`src/rtl/coreriscv_axi4_locking_demux.sv`:
```
// Grant demultiplexer: routes one registered grant entry to client 0 or 1,
// locking the route for the duration of a multi-beat grant burst.
module coreriscv_axi4_locking_demux #(
  parameter int BEATS = 8
) (
  input  logic        clk,
  input  logic        reset,
  output logic        io_in_ready,
  input  logic        io_in_valid,
  input  logic [2:0]  io_in_bits_addr_beat,
  input  logic [1:0]  io_in_bits_client_xact_id,
  input  logic        io_in_bits_manager_xact_id,
  input  logic        io_in_bits_is_builtin_type,
  input  logic [3:0]  io_in_bits_g_type,
  input  logic [63:0] io_in_bits_data,
  input  logic        io_in_bits_client_id,
  input  logic        io_out_0_ready,
  output logic        io_out_0_valid,
  output logic [2:0]  io_out_0_bits_addr_beat,
  output logic [1:0]  io_out_0_bits_client_xact_id,
  output logic        io_out_0_bits_manager_xact_id,
  output logic        io_out_0_bits_is_builtin_type,
  output logic [3:0]  io_out_0_bits_g_type,
  output logic [63:0] io_out_0_bits_data,
  output logic        io_out_0_bits_client_id,
  input  logic        io_out_1_ready,
  output logic        io_out_1_valid,
  output logic [2:0]  io_out_1_bits_addr_beat,
  output logic [1:0]  io_out_1_bits_client_xact_id,
  output logic        io_out_1_bits_manager_xact_id,
  output logic        io_out_1_bits_is_builtin_type,
  output logic [3:0]  io_out_1_bits_g_type,
  output logic [63:0] io_out_1_bits_data,
  output logic        io_out_1_bits_client_id,
  output logic        io_locked,
  output logic        io_err_route
);

  localparam int CW = (BEATS > 1) ? $clog2(BEATS) : 1;

  // Output entry
  logic          r_full;
  logic          r_dest;
  logic [2:0]    r_addr_beat;
  logic [1:0]    r_client_xact_id;
  logic          r_manager_xact_id;
  logic          r_is_builtin_type;
  logic [3:0]    r_g_type;
  logic [63:0]   r_data;
  logic          r_client_id;

  // Burst lock state
  logic [CW-1:0] r_cnt;
  logic          r_lock;
  logic          r_err;

  logic w_sel_ready;
  logic w_drain;
  logic w_accept;
  logic w_multi;
  logic w_locked;
  logic w_route;

  assign w_sel_ready = r_dest ? io_out_1_ready : io_out_0_ready;
  assign w_drain     = r_full & w_sel_ready;
  assign io_in_ready = ~r_full | w_drain;
  assign w_accept    = io_in_valid & io_in_ready;
  assign w_multi     = io_in_bits_is_builtin_type ? (io_in_bits_g_type == 4'h5)
                                                  : (io_in_bits_g_type == 4'h0);
  assign w_locked    = (r_cnt != '0);
  assign w_route     = w_locked ? r_lock : io_in_bits_client_id;

  assign io_locked    = w_locked;
  assign io_err_route = r_err;

  assign io_out_0_valid = r_full & ~r_dest;
  assign io_out_1_valid = r_full & r_dest;

  assign io_out_0_bits_addr_beat       = r_addr_beat;
  assign io_out_0_bits_client_xact_id  = r_client_xact_id;
  assign io_out_0_bits_manager_xact_id = r_manager_xact_id;
  assign io_out_0_bits_is_builtin_type = r_is_builtin_type;
  assign io_out_0_bits_g_type          = r_g_type;
  assign io_out_0_bits_data            = r_data;
  assign io_out_0_bits_client_id       = r_client_id;

  assign io_out_1_bits_addr_beat       = r_addr_beat;
  assign io_out_1_bits_client_xact_id  = r_client_xact_id;
  assign io_out_1_bits_manager_xact_id = r_manager_xact_id;
  assign io_out_1_bits_is_builtin_type = r_is_builtin_type;
  assign io_out_1_bits_g_type          = r_g_type;
  assign io_out_1_bits_data            = r_data;
  assign io_out_1_bits_client_id       = r_client_id;

  // Entry occupancy and destination; a fill takes priority over a same-cycle drain
  always_ff @(posedge clk) begin
    if (reset) begin
      r_full <= 1'b0;
      r_dest <= 1'b0;
    end else if (w_accept) begin
      r_full <= 1'b1;
      r_dest <= w_route;
    end else if (w_drain) begin
      r_full <= 1'b0;
    end
  end

  // Payload capture; no reset since contents are only meaningful while full
  always_ff @(posedge clk) begin
    if (w_accept) begin
      r_addr_beat       <= io_in_bits_addr_beat;
      r_client_xact_id  <= io_in_bits_client_xact_id;
      r_manager_xact_id <= io_in_bits_manager_xact_id;
      r_is_builtin_type <= io_in_bits_is_builtin_type;
      r_g_type          <= io_in_bits_g_type;
      r_data            <= io_in_bits_data;
      r_client_id       <= io_in_bits_client_id;
    end
  end

  // Burst beat counting, lock capture and sticky misroute detection
  always_ff @(posedge clk) begin
    if (reset) begin
      r_cnt  <= '0;
      r_lock <= 1'b0;
      r_err  <= 1'b0;
    end else if (w_accept) begin
      if (w_locked || w_multi) begin
        r_cnt <= r_cnt + CW'(1);
      end
      if (!w_locked && w_multi) begin
        r_lock <= io_in_bits_client_id;
      end
      if (w_locked && (!w_multi || (io_in_bits_client_id != r_lock))) begin
        r_err <= 1'b1;
      end
    end
  end

endmodule

```
`config.mk`:
```
export PLATFORM = sky130hd
export DESIGN_NAME = coreriscv_axi4_locking_demux
export DESIGN_NICKNAME = d
export VERILOG_FILES = /design/src/rtl/coreriscv_axi4_locking_demux.sv
export SDC_FILE = /design/constraint.sdc
export NUM_CORES = 1
export LEC_CHECK = 0
export BUFFER_PORTS_ARGS = -buffer_cell sky130_fd_sc_hd__clkbuf_2
export CAP_MARGIN = 20
export CORE_AREA = 2 2 92 94
export DETAILED_ROUTE_END_ITERATION = 12
export DIE_AREA = 0 0 94 96
export GPL_TIMING_DRIVEN = 0
export PLACE_DENSITY = 0.81
export REMOVE_ABC_BUFFERS = 1
export SYNTH_ARGS = -nofsm -noshare
export SYNTH_HDL_FRONTEND = slang
export SYNTH_SLANG_ARGS = --single-unit
```
`constraint.sdc`:
```
create_clock -name clk -period 6.8 [get_ports clk]
set_clock_uncertainty 0.15 [all_clocks]
set_input_delay 0.34 -clock clk [delete_from_list [all_inputs] [get_ports clk]]
set_output_delay 0.34 -clock clk [all_outputs]
set_load 0.02 [all_outputs]
```
==> results.sh <==
export IMPL_synth_fa_ha_area_share_pct=0.7619
export IMPL_die_h_um=96
export IMPL_hold_viol_final=0
export IMPL_grt_overflow=0
export IMPL_leakagePower_uw=0.002103
export IMPL_maxSlewViolCount=0
export IMPL_mostFrequentLayoutCells="237 x clkbuf_2, 76 x edfxtp_1, 18 x dlygate4sd3_1"
export IMPL_setup_slack_ns=4.570
export IMPL_clk_latency_ns=0.33
export IMPL_seq_area_frac_synth_pct=73.75
export IMPL_fmax_ghz=0.4484
export IMPL_critPathArrivalTime_ns=2.30
export IMPL_path_clk_slew_ns=0.08
export IMPL_syn_inst=202
export IMPL_path_class="reg2reg"
export IMPL_coreArea_um2=8051
export IMPL_die_area_um2=9024
export IMPL_ys_warnings_count=0
export IMPL_cts_tree="done"
export IMPL_synthMuxAreaShare_pct=0.7619
export IMPL_ant_nets=0
export IMPL_numCtsBuffers=9
export IMPL_synth_area_um2=3284
export IMPL_detail_route_wl_per_cell_um=16.84
export IMPL_grt_max_degree=32
export IMPL_gp_congestion=0.7131
export IMPL_ios=238
export IMPL_pre_cts_slack_ns=4.551
export IMPL_final_setup_tns_ns=0
export IMPL_dpl_hpwl_mm=6.585
export IMPL_reg2reg_depth=4
export IMPL_initial_utilization_pct=40.79
export IMPL_vias_per_cell=4.345
export IMPL_fin_crit_sh_pct=32.80
export IMPL_layout_cells_most_common="clkbuf_2"
export IMPL_synth_top_family_by_area="buffers and inverters"
export IMPL_synth_cell_types=27
export IMPL_antenna_found_initial=0
export IMPL_cts_setup_buffers=0
export IMPL_cts_sinks=83
export IMPL_layout_drive_gt1_share_pct=65.49
export IMPL_cap_violations=0
export IMPL_p_per_area_nw_per_um2=262.4
export IMPL_ys_seq_elements=83
export IMPL_routed_wl_mm=8.452
export IMPL_synth_compound_area_share_pct=4.038
export IMPL_synth_xor_area_share_pct=0.2667
export IMPL_fillers=692
export IMPL_die_w_um=94
export IMPL_num_vias=2181
export IMPL_syn2layout_area_growth_pct=35.62
export IMPL_rsz0062_at_grt="false"
export IMPL_cts_max_level=3
export IMPL_grt_pass1_wl_mm=10.28
export IMPL_relSlewSlack_pct=38.42
export IMPL_route_detailed_drc=0
export IMPL_min_path_type="in2reg"
export IMPL_first_pass_iters=4
export IMPL_grt_pass1_vias=1903
export IMPL_clock_path_buffers=2
export IMPL_setup_violations_final=0
export IMPL_holdPathStages=1
export IMPL_crit_path_max_fanout=27
export IMPL_synth_simple_gate_area_share_pct=2.019
export IMPL_rows=33
export IMPL_cts_root_buf="clkbuf_8"
export IMPL_status="finished clean"
export IMPL_finalCriticalPeriod_ns=2.230
export IMPL_fin_nets=476
export IMPL_grt_use_total_pct=15.89
export IMPL_cp_data_required_time_ns=6.87
export IMPL_avgSynthCellArea_um2=16.26
export IMPL_ir_drop_mv=0.1310
export IMPL_start_kind="register"
export IMPL_critPathCaptureType="register"
export IMPL_placement_io_buffers=237
export IMPL_num_antenna_cells=0
export IMPL_tightest_slew_ns=0.9213
export IMPL_drt_iter0_markers=58
## area by class of cell
cell class	instances	area, um^2	area share [%]
flip-flops and latches	83	2422	54.38
repair buffers	257	1406	31.57
multi-input cells	34	257.7	5.787
well taps	105	131.4	2.949
clock buffers	10	127.6	2.865
clock inverters	5	78.83	1.770
inverters	8	30.03	0.6742
## cell families after synthesis
| logic type | count (synthesis) |
|---|---|
| multiplexers | 2 |
| buffers and inverters | 85 |
| AND/OR/NAND/NOR | 13 |
| adder cells (fa/ha/maj) | 2 |
| XOR/XNOR | 1 |
| AO/OA/AOI/OAI | 16 |
| flip-flops | 83 |
## synth_stat cells (all sizes together)
library cell | instances | area [um^2]
nor3 | 1 | 5.000
dfxtp | 7 | 140.1
o2111ai | 2 | 17.52
ha | 2 | 25.02
buf | 77 | 574.3
and2b | 1 | 8.760
mux2i | 1 | 10.01
nor2 | 6 | 22.52
nand2 | 1 | 3.750
and3 | 1 | 6.260
mux2 | 1 | 15.01
a21boi | 2 | 37.54
and2 | 1 | 7.510
a31o | 1 | 8.760
a211oi | 1 | 7.510
o21a | 1 | 7.510
a21o | 1 | 8.760
o31ai | 1 | 7.510
a21oi | 5 | 25.02
o211ai | 1 | 7.510
xor2 | 1 | 8.760
nor2b | 1 | 6.260
edfxtp | 76 | 2282
o21ai | 1 | 5.000
nand4 | 1 | 6.260
inv | 8 | 30.03
## final timing paths
path                                          start                     end  slack, ns
worst max register to register               r_dest                r_cnt[0]       4.57
worst max-delay path                         r_dest                r_cnt[0]       4.57
worst min-delay path            io_in_bits_data[62]  io_out_0_bits_data[62]       0.03
worst min register to register         io_err_route            io_err_route       0.31
## worst max-delay path: stages, from the launching register on
cell      delay, ns
dfxtp_1        0.39
mux2i_1        0.18
a21boi_4       0.76
a21boi_4       0.32
mux2_4         0.30
## layer usage
metal / up-vias / track usage [%] / part of all wire (%)
li1: 1016 / - / -
met1: 1037 / 19.78 / 38
met2: 119 / 25.36 / 52
met3: 9 / 6.891 / 9.3
met4: 0 / 4.589 / 1.4
met5: - / 0 / 0
## state kept, by name (all words and copies together) (netlist names)
register and cells:
io_err_route 1, r_full 1, io_out_0_bits_is_builtin_type 1, r_lock 1
io_out_0_bits_client_id 1, io_out_0_bits_addr_beat 3, io_out_0_bits_data 64, r_cnt 3
r_dest 1, io_out_0_bits_client_xact_id 2, io_out_0_bits_g_type 4, io_out_0_bits_manager_xact_id 1
## stage by stage
step	power, uW	utilization (%)	hold WS [ns]	cells	instance area [um^2]
detailed placement	805.7	50.52	0.2969	469	4068
global placement	799.5	50.02	0.2879	467	4028
floorplan	713.3	-	0.2591	125	2710
CTS	1176	53.08	0.0003907	484	4274
finish	1169	55.32	0.02535	502	4454
global route	1213	55.32	0.0001699	502	4454
## power breakdown
group	switching (uW)	leakage, uW	internal [uW]
clock network	163	0.000106	204
registers	18.4	0.000792	594
logic	123	0.00121	66.0
## repair_timing
| action | CTS | global route |
|---|---|---|
| resized for setup | 0 | 0 |
| hold buffers | 0 | 18 |
| hold endpoints to repair | 0 | 18 |
Power figures use the tool's default switching activity.
